<file path="config.mk">
export PLATFORM = sky130hd
export DESIGN_NAME = dbg_bus_bridge
export DESIGN_NICKNAME = d
export VERILOG_FILES = /design/src/rtl/dbg_bus_bridge_pkg.sv /design/src/rtl/dbg_bus_bridge_uart_byte_phy.sv /design/src/rtl/dbg_bus_bridge.sv
export SDC_FILE = /design/constraint.sdc
export NUM_CORES = 1
export LEC_CHECK = 0
export BUFFER_PORTS_ARGS = -buffer_cell sky130_fd_sc_hd__buf_2
export CAP_MARGIN = 10
export CELL_PAD_IN_SITES_DETAIL_PLACEMENT = 1
export CELL_PAD_IN_SITES_GLOBAL_PLACEMENT = 1
export CORE_MARGIN = 4
export CORE_UTILIZATION = 40
export CTS_CLUSTER_DIAMETER = 100
export DETAILED_ROUTE_END_ITERATION = 10
export HOLD_SLACK_MARGIN = 0.05
export PLACE_DENSITY = 0.69
export SLEW_MARGIN = 5
export SYNTH_ARGS = -nofsm -noshare
export SYNTH_HDL_FRONTEND = slang
export SYNTH_HIERARCHICAL = 1
export SYNTH_SLANG_ARGS = --single-unit
</file>
<file path="constraint.sdc">
create_clock -name clk -period 3.2 [get_ports clk]
set_clock_uncertainty 0.15 [all_clocks]
set_input_delay 0.32 -clock clk [delete_from_list [all_inputs] [get_ports clk]]
set_output_delay 0.32 -clock clk [all_outputs]
set_load 0.005 [all_outputs]
</file>
<file path="src/rtl/dbg_bus_bridge_pkg.sv">
// Shared constants for the serial debug bus bridge: status codes, CMD layout, FSM states.
// Optional frame timeout is enabled by defining DBG_BUS_BRIDGE_FRAME_TIMEOUT_EN.
package dbg_bus_bridge_pkg;

    localparam logic [7:0] ST_OK      = 8'h4B;
    localparam logic [7:0] ST_TIMEOUT = 8'h54;
    localparam logic [7:0] ST_ERR     = 8'h45;

    localparam int unsigned CMD_RW_BIT  = 7;
    localparam int unsigned CMD_RSV_HI  = 6;
    localparam int unsigned CMD_RSV_LO  = 2;
    localparam int unsigned CMD_UDS_BIT = 1;
    localparam int unsigned CMD_LDS_BIT = 0;

    localparam int unsigned FRAME_TIMEOUT_MULT = 16;

    localparam int unsigned STATE_W = 4;
    localparam logic [STATE_W-1:0] S_CMD  = 4'd0;
    localparam logic [STATE_W-1:0] S_A2   = 4'd1;
    localparam logic [STATE_W-1:0] S_A1   = 4'd2;
    localparam logic [STATE_W-1:0] S_A0   = 4'd3;
    localparam logic [STATE_W-1:0] S_DH   = 4'd4;
    localparam logic [STATE_W-1:0] S_DL   = 4'd5;
    localparam logic [STATE_W-1:0] S_BUS  = 4'd6;
    localparam logic [STATE_W-1:0] S_STAT = 4'd7;
    localparam logic [STATE_W-1:0] S_RDH  = 4'd8;
    localparam logic [STATE_W-1:0] S_RDL  = 4'd9;

    // Reserved bits must be clear and at least one strobe requested.
    function automatic logic cmd_valid(input logic [7:0] cmd);
        return (cmd[CMD_RSV_HI:CMD_RSV_LO] == '0) && (cmd[CMD_UDS_BIT] || cmd[CMD_LDS_BIT]);
    endfunction

endpackage

</file>
<file path="src/rtl/dbg_bus_bridge_uart_byte_phy.sv">
// Byte-level 8N1 UART: mid-bit RX sampler with a byte strobe and a back-to-back capable TX shifter.
module uart_byte_phy #(
    parameter int unsigned TICK = 217
) (
    input  logic       clk,
    input  logic       reset,
    input  logic       rx,
    output logic       tx,
    output logic       rx_valid_c,
    output logic [7:0] rx_data_c,
    input  logic       tx_start,
    input  logic [7:0] tx_data,
    output logic       tx_busy,
    output logic       tx_ready_c,
    output logic       tx_last_c
);
    localparam int unsigned CNT_W = $clog2(TICK);
    localparam logic [CNT_W-1:0] TICK_LAST = CNT_W'(TICK - 1);
    localparam logic [CNT_W-1:0] TICK_HALF = CNT_W'(TICK / 2 - 1);

    localparam logic [1:0] RX_IDLE  = 2'd0;
    localparam logic [1:0] RX_START = 2'd1;
    localparam logic [1:0] RX_DATA  = 2'd2;
    localparam logic [1:0] RX_STOP  = 2'd3;

    logic             rx_s1, rx_s, rx_q;
    logic [1:0]       rx_st, rx_st_n;
    logic [CNT_W-1:0] rx_cnt, rx_cnt_n;
    logic [2:0]       rx_bit, rx_bit_n;
    logic [7:0]       rx_sh, rx_sh_n;

    logic             tx_n, tx_busy_n;
    logic [8:0]       tx_sh, tx_sh_n;
    logic [3:0]       tx_bit, tx_bit_n;
    logic [CNT_W-1:0] tx_cnt, tx_cnt_n;

    // Receive: start recheck at half bit, then one sample per bit period.
    always_comb begin
        rx_st_n    = rx_st;
        rx_cnt_n   = rx_cnt + 1'b1;
        rx_bit_n   = rx_bit;
        rx_sh_n    = rx_sh;
        rx_valid_c = 1'b0;
        case (rx_st)
            RX_IDLE: begin
                rx_cnt_n = '0;
                if (rx_q && !rx_s) rx_st_n = RX_START;
            end
            RX_START: if (rx_cnt == TICK_HALF) begin
                rx_cnt_n = '0;
                rx_bit_n = '0;
                rx_st_n  = rx_s ? RX_IDLE : RX_DATA;
            end
            RX_DATA: if (rx_cnt == TICK_LAST) begin
                rx_cnt_n = '0;
                rx_sh_n  = {rx_s, rx_sh[7:1]};
                rx_bit_n = rx_bit + 3'd1;
                if (rx_bit == 3'd7) rx_st_n = RX_STOP;
            end
            RX_STOP: if (rx_cnt == TICK_LAST) begin
                rx_cnt_n   = '0;
                rx_st_n    = RX_IDLE;
                rx_valid_c = rx_s;
            end
            default: rx_st_n = RX_IDLE;
        endcase
    end

    assign rx_data_c  = rx_sh;
    assign tx_last_c  = tx_busy && (tx_bit == 4'd9) && (tx_cnt == TICK_LAST);
    assign tx_ready_c = !tx_busy || tx_last_c;

    // Transmit: a new byte may be loaded in the final stop-bit cycle so frames abut.
    always_comb begin
        tx_n      = tx;
        tx_busy_n = tx_busy;
        tx_sh_n   = tx_sh;
        tx_bit_n  = tx_bit;
        tx_cnt_n  = tx_cnt;
        if (tx_start && tx_ready_c) begin
            tx_n      = 1'b0;
            tx_busy_n = 1'b1;
            tx_sh_n   = {1'b1, tx_data};
            tx_bit_n  = '0;
            tx_cnt_n  = '0;
        end else if (tx_busy) begin
            if (tx_cnt == TICK_LAST) begin
                tx_cnt_n = '0;
                if (tx_bit == 4'd9) begin
                    tx_busy_n = 1'b0;
                    tx_n      = 1'b1;
                end else begin
                    tx_n     = tx_sh[0];
                    tx_sh_n  = {1'b1, tx_sh[8:1]};
                    tx_bit_n = tx_bit + 4'd1;
                end
            end else begin
                tx_cnt_n = tx_cnt + 1'b1;
            end
        end
    end

    always_ff @(posedge clk or posedge reset) begin
        if (reset) begin
            rx_s1   <= 1'b1;
            rx_s    <= 1'b1;
            rx_q    <= 1'b1;
            rx_st   <= RX_IDLE;
            rx_cnt  <= '0;
            rx_bit  <= '0;
            rx_sh   <= '0;
            tx      <= 1'b1;
            tx_busy <= 1'b0;
            tx_sh   <= '1;
            tx_bit  <= '0;
            tx_cnt  <= '0;
        end else begin
            rx_s1   <= rx;
            rx_s    <= rx_s1;
            rx_q    <= rx_s;
            rx_st   <= rx_st_n;
            rx_cnt  <= rx_cnt_n;
            rx_bit  <= rx_bit_n;
            rx_sh   <= rx_sh_n;
            tx      <= tx_n;
            tx_busy <= tx_busy_n;
            tx_sh   <= tx_sh_n;
            tx_bit  <= tx_bit_n;
            tx_cnt  <= tx_cnt_n;
        end
    end

endmodule

</file>
<file path="src/rtl/dbg_bus_bridge.sv">
// Serial-to-bus debug initiator: decodes host frames, runs one bus cycle, returns status/read data.
// Define DBG_BUS_BRIDGE_FRAME_TIMEOUT_EN to discard partial frames after an inter-byte gap.
module dbg_bus_bridge
    import dbg_bus_bridge_pkg::*;
#(
    parameter int unsigned SYS_CLK     = 25_000_000,
    parameter int unsigned BAUDRATE    = 115200,
    parameter int unsigned BUS_TIMEOUT = 255
) (
    input  logic        clk,
    input  logic        reset,
    input  logic        rx,
    output logic        tx,
    output logic [23:0] addr,
    output logic [15:0] data_write,
    input  logic [15:0] data_read,
    output logic        uds,
    output logic        lds,
    output logic        rw,
    output logic        bus_cyc,
    input  logic        ack,
    output logic        busy
);
    localparam int unsigned TICK  = SYS_CLK / BAUDRATE;
    localparam int unsigned TMR_W = $clog2(BUS_TIMEOUT + 1);
    localparam logic [TMR_W-1:0] TMR_LAST = TMR_W'(BUS_TIMEOUT - 1);

    logic [STATE_W-1:0] state, state_n;
    logic [23:0]        addr_n;
    logic [15:0]        data_write_n, rd_data, rd_data_n;
    logic               uds_n, lds_n, rw_n, bus_cyc_n, busy_n, rd_ok, rd_ok_n;
    logic [7:0]         status, status_n;
    logic [TMR_W-1:0]   tmr, tmr_n;

    logic       rx_valid_c, tx_start_c, tx_busy, tx_ready_c, tx_last_c;
    logic [7:0] rx_data_c, tx_byte_c;

`ifdef DBG_BUS_BRIDGE_FRAME_TIMEOUT_EN
    localparam int unsigned FT_LIMIT = FRAME_TIMEOUT_MULT * TICK;
    localparam int unsigned FT_W     = $clog2(FT_LIMIT);
    localparam logic [FT_W-1:0] FT_LAST = FT_W'(FT_LIMIT - 1);
    logic [FT_W-1:0] ft_cnt, ft_cnt_n;
`endif

    uart_byte_phy #(.TICK(TICK)) u_phy (
        .clk        (clk),
        .reset      (reset),
        .rx         (rx),
        .tx         (tx),
        .rx_valid_c (rx_valid_c),
        .rx_data_c  (rx_data_c),
        .tx_start   (tx_start_c),
        .tx_data    (tx_byte_c),
        .tx_busy    (tx_busy),
        .tx_ready_c (tx_ready_c),
        .tx_last_c  (tx_last_c)
    );

    // Frame decode, bus handshake and response sequencing.
    always_comb begin
        state_n      = state;
        addr_n       = addr;
        data_write_n = data_write;
        uds_n        = uds;
        lds_n        = lds;
        rw_n         = rw;
        bus_cyc_n    = bus_cyc;
        busy_n       = 1'b1;
        rd_data_n    = rd_data;
        rd_ok_n      = rd_ok;
        status_n     = status;
        tmr_n        = tmr;
        tx_start_c   = 1'b0;
        tx_byte_c    = status;
        case (state)
            S_CMD: begin
                // Stay busy while the last response byte is still on the wire.
                busy_n = rx_valid_c || (tx_busy && !tx_last_c);
                if (rx_valid_c) begin
                    if (cmd_valid(rx_data_c)) begin
                        rw_n    = rx_data_c[CMD_RW_BIT];
                        uds_n   = rx_data_c[CMD_UDS_BIT];
                        lds_n   = rx_data_c[CMD_LDS_BIT];
                        state_n = S_A2;
                    end else begin
                        status_n = ST_ERR;
                        rd_ok_n  = 1'b0;
                        state_n  = S_STAT;
                    end
                end
            end
            S_A2: if (rx_valid_c) begin
                addr_n[23:16] = rx_data_c;
                state_n       = S_A1;
            end
            S_A1: if (rx_valid_c) begin
                addr_n[15:8] = rx_data_c;
                state_n      = S_A0;
            end
            S_A0: if (rx_valid_c) begin
                addr_n[7:0] = rx_data_c;
                if (rw) begin
                    bus_cyc_n = 1'b1;
                    tmr_n     = '0;
                    state_n   = S_BUS;
                end else begin
                    state_n = S_DH;
                end
            end
            S_DH: if (rx_valid_c) begin
                data_write_n[15:8] = rx_data_c;
                state_n            = S_DL;
            end
            S_DL: if (rx_valid_c) begin
                data_write_n[7:0] = rx_data_c;
                bus_cyc_n         = 1'b1;
                tmr_n             = '0;
                state_n           = S_BUS;
            end
            S_BUS: begin
                if (ack && bus_cyc) begin
                    bus_cyc_n = 1'b0;
                    status_n  = ST_OK;
                    rd_ok_n   = rw;
                    if (rw) rd_data_n = data_read;
                    state_n   = S_STAT;
                end else if (tmr == TMR_LAST) begin
                    bus_cyc_n = 1'b0;
                    status_n  = ST_TIMEOUT;
                    rd_ok_n   = 1'b0;
                    state_n   = S_STAT;
                end else begin
                    tmr_n = tmr + 1'b1;
                end
            end
            S_STAT: begin
                tx_start_c = tx_ready_c;
                tx_byte_c  = status;
                if (tx_ready_c) state_n = rd_ok ? S_RDH : S_CMD;
            end
            S_RDH: begin
                tx_start_c = tx_ready_c;
                tx_byte_c  = rd_data[15:8];
                if (tx_ready_c) state_n = S_RDL;
            end
            S_RDL: begin
                tx_start_c = tx_ready_c;
                tx_byte_c  = rd_data[7:0];
                if (tx_ready_c) state_n = S_CMD;
            end
            default: state_n = S_CMD;
        endcase
`ifdef DBG_BUS_BRIDGE_FRAME_TIMEOUT_EN
        // Inter-byte watchdog, restarted by every completed byte of a partial frame.
        ft_cnt_n = '0;
        if ((state >= S_A2) && (state <= S_DL) && !rx_valid_c) begin
            if (ft_cnt == FT_LAST) state_n = S_CMD;
            else                   ft_cnt_n = ft_cnt + 1'b1;
        end
`endif
    end

    always_ff @(posedge clk or posedge reset) begin
        if (reset) begin
            state      <= S_CMD;
            addr       <= '0;
            data_write <= '0;
            uds        <= 1'b0;
            lds        <= 1'b0;
            rw         <= 1'b1;
            bus_cyc    <= 1'b0;
            busy       <= 1'b0;
            rd_data    <= '0;
            rd_ok      <= 1'b0;
            status     <= ST_OK;
            tmr        <= '0;
        end else begin
            state      <= state_n;
            addr       <= addr_n;
            data_write <= data_write_n;
            uds        <= uds_n;
            lds        <= lds_n;
            rw         <= rw_n;
            bus_cyc    <= bus_cyc_n;
            busy       <= busy_n;
            rd_data    <= rd_data_n;
            rd_ok      <= rd_ok_n;
            status     <= status_n;
            tmr        <= tmr_n;
        end
    end

`ifdef DBG_BUS_BRIDGE_FRAME_TIMEOUT_EN
    always_ff @(posedge clk or posedge reset) begin
        if (reset) ft_cnt <= '0;
        else       ft_cnt <= ft_cnt_n;
    end
`endif

endmodule

</file>
==> impl_results.md <==
* Crit path kind: reg -> reg
* Mapped cell area at a little under 0.006 mm2
* Antenna violations before repair at 0
* Hold Path Depth at 3
* Mapped Nets at 519
* Largest area contributor in the netlist: dfrtp_1
* Post-synthesis cell type count at 71
* Clk slew on worst S/H paths at 60 ps
* Vias in the first global route at 4629
* Synth area leaders: dfrtp_1 (47%), mux2_2 (13%), dfstp_2 (6.8%), nor2_1 (2.7%), ha_1 (2.2%)
* CTS root buf: clkbuf_16
* Core Region at between 0.01 and 0.015 mm2
* FFs w/ async S/R, synth at between 90% and 100%
* Critical Path Fanout Max at 12
* Top_reg_cell synth: dfrtp_1
* Die Span Y at 128 um
* Routed via count at 4223
* Worst Hold Launch: ack
* RD Place Congestion at 0.814
* Hold Slack at 69.7 ps
* Largest net degree at the start of global routing at about 80
* PwrDens at 531 mW/mm2
* Max Fclk at about 0.34 GHz
* Sequential fraction of the synthesis area at a little over half
* Cells after Synth at 489
* Post-Route WL at roughly 15 mm
* # clock sinks at between 100 and 150
* RSZ-0062 raised after global routing: no
* N_diodes at 0
* CP arrival at between 3000 and 4000 ps
* Net count reported at finish at 618
* Worst reg2reg path depth at 9
* Layout area overhead at 22.5%
* CTS H-tree depth at 4
* Critical path capture point type: flop
* Total GRT Usage at 19.3%
* Post-detailed-route wirelength per cell at 18.8 um
* Post-route antenna net violation count at 0
* DIE AREA at ~0.017 mm2
* Iter 0 DRT Violations at 215
* Row count at 43
* Top-count cell post-synth: dfrtp_1
* R2R Setup Slk at about 220 ps
* EDFF count, synth at 0
* Syn Area/Cell at 11.9 um2
* Skew-Pair Late Insertion Delay at 420 ps
* Max-Slew Margin vs Limit at 31.7%
* Run status: completed
* Fin crit period at 2980 ps
* Die X at 128 um
* Post-synth top cells: dfrtp_1 (109), mux2_2 (67), nor2_1 (41)
* Startpoint types: flop
* Leak at 3.42 nW
* Vias per cell at 5.41
* Initial Util at 41.3%
* First-pass GRT wire length at 24.8 mm
* Share of cells above drive strength 1 at 35.8%
* CTS tree: built
* HPWL after detailed placement at 9.41 mm
* Final setup vio count at 0
* Hold EP: bus_cyc$_DFFE_PP0P_
* Ports at 66
* Pwr Total at roughly 3.8 mW
* Drt first pass iters at 5
* Congestion Overflow GR at 0
* CTS buffer count at 17
* Slew Viols, Final at 0
* R2r endpoint: tmr[7]$_DFFE_PP0P_
* DRC viols at 0
* Max Cap Violations at 0
* Max VDD drop at between 400 and 500 uV
* Critical path required time at between 3000 and 4000 ps
* Final period util at 93.2%
* RR Startpoint: u_phy/rx_cnt[0]$_DFF_PP0_
* Number of synthesized register bits at 124
* Final count of hold timing violations at 0
* Bufs on Longest Clock Path at 2
* # port buffers at between 60 and 70
* TNS Setup at 0 ps
* Worst hold path class: in -> reg
* Synth top area share at 47.0%
* Synth warn at 6
* Tightest Pin Transition at between 1000 and 1500 ps
## final cells by class
class | instances | area, um2
Timing Repair Buffer | 96 | 603
Fill cell | 1497 | 6930
Sequential cell | 124 | 3120
Multi-Input combinational cell | 325 | 2520
Clock inverter | 15 | 128
Clock buffer | 17 | 425
Tap cell | 180 | 225
Inverter | 24 | 90.1
## critical path, stage by stage (launching register included)
cell and delay (ps):
dfrtp_1 420, inv_1 70, ha_1 170, nand4b_1 190, nor3_1 280, and3_1 320, o211ai_1 170, a221o_2 530
o311a_1 380, a41o_1 200
## power breakdown
part / internal [mW] / total, mW / switching (mW)
registers: 1.62 / 1.69 / 0.0720
logic: 0.120 / 0.261 / 0.141
clock network: 1.02 / 1.82 / 0.803
total: 2.76 / 3.78 / 1.02
## through the flow
| step | setup slack, ps | util (%) | cells | area [um2] |
|---|---|---|---|---|
| 6_report | 217 | 50.7 | 781 | 7110 |
| 5_1_grt | 4.25 | 50.7 | 781 | 7110 |
| 4_1_cts | 167 | 50.6 | 781 | 7110 |
| 3_5_place_dp | 296 | 45.4 | 731 | 6380 |
| 3_3_place_gp | 354 | 45.4 | 731 | 6380 |
| 2_1_floorplan | 415 | - | 489 | 5810 |
## cell usage in the layout (no fill, tap or decap), types with 4 or more instances in the layout
cell / netlist / routed
nand4_1: 4 / 4
buf_2: 5 / 65
nor3_1: 6 / 6
o221a_2: 7 / 7
nand3_1: 14 / 14
dfstp_2: 15 / 15
ha_1: 10 / 10
a21oi_1: 12 / 12
o21ai_0: 14 / 14
nand2_1: 29 / 29
mux2i_1: 11 / 11
dlygate4sd3_1: 0 / 18
inv_1: 24 / 22
o211ai_1: 4 / 4
dfrtp_1: 109 / 109
clkbuf_16: 0 / 17
inv_6: 0 / 8
xnor2_1: 9 / 9
or3_1: 5 / 5
buf_4: 0 / 13
xor2_1: 4 / 4
nor2_1: 41 / 41
o31ai_1: 6 / 6
mux2_2: 67 / 67
nand3b_1: 8 / 8
## metal layers
layer  vias to the layer above  routed length, um  track usage (%)  share of wire, %
li1                       1989                  -                -                 -
met1                      2146               6450             24.7                44
met2                        72               7490             32.4                51
met3                        16                519             4.73               3.5
met4                         0                188             5.99               1.3
met5                         -                  0                0                 0
## cells by family (layout without fill, tap and decap cells)
logic type,count (synthesis),after routing,synth area share (%)
buffers and inverters,40,152,2.95
DFF,124,124,53.8
muxes,78,78,14.9
adders and majority gates,10,10,2.16
AOI/OAI and AO/OA,86,86,11.4
and+or+nand+nor,138,138,12.9
xor gates and xnor gates,13,13,1.96
## sequential cells by signal (all words and copies together) (netlist names), 3 cells and up, named ones only
signal and count:
status 4, u_phy/rx_cnt 8, rd_data 16, state 4
u_phy/rx_data_c 8, tmr 8, addr 24, data_write 16
u_phy/tx_sh 8, u_phy/tx_cnt 8, u_phy/tx_bit 4, u_phy/rx_bit 3
## repair_timing
item,in CTS,in global routing
endpoints found under the hold margin,51,0
setup endpoints to repair,0,1
gates resized for setup,0,1
hold buffers,18,0
buffers inserted,0,0
## worst max path at each step
| stage | cells after the start | from | to |
|---|---|---|---|
| final | 9 | u_phy/rx_cnt[0]$_DFF_PP0_ | tmr[7]$_DFFE_PP0P_ |
| after global routing | 9 | u_phy/rx_cnt[0]$_DFF_PP0_ | tmr[7]$_DFFE_PP0P_ |
| after detailed placement | 9 | u_phy/rx_cnt[0]$_DFF_PP0_ | tmr[7]$_DFFE_PP0P_ |
| after global placement | 9 | u_phy/rx_cnt[0]$_DFF_PP0_ | tmr[7]$_DFFE_PP0P_ |
| after floorplan | 11 | u_phy/rx_cnt[0]$_DFF_PP0_ | status[0]$_DFFE_PP1P_ |
| after CTS | 9 | u_phy/rx_cnt[0]$_DFF_PP0_ | tmr[7]$_DFFE_PP0P_ |
Power figures use the tool's default switching activity.
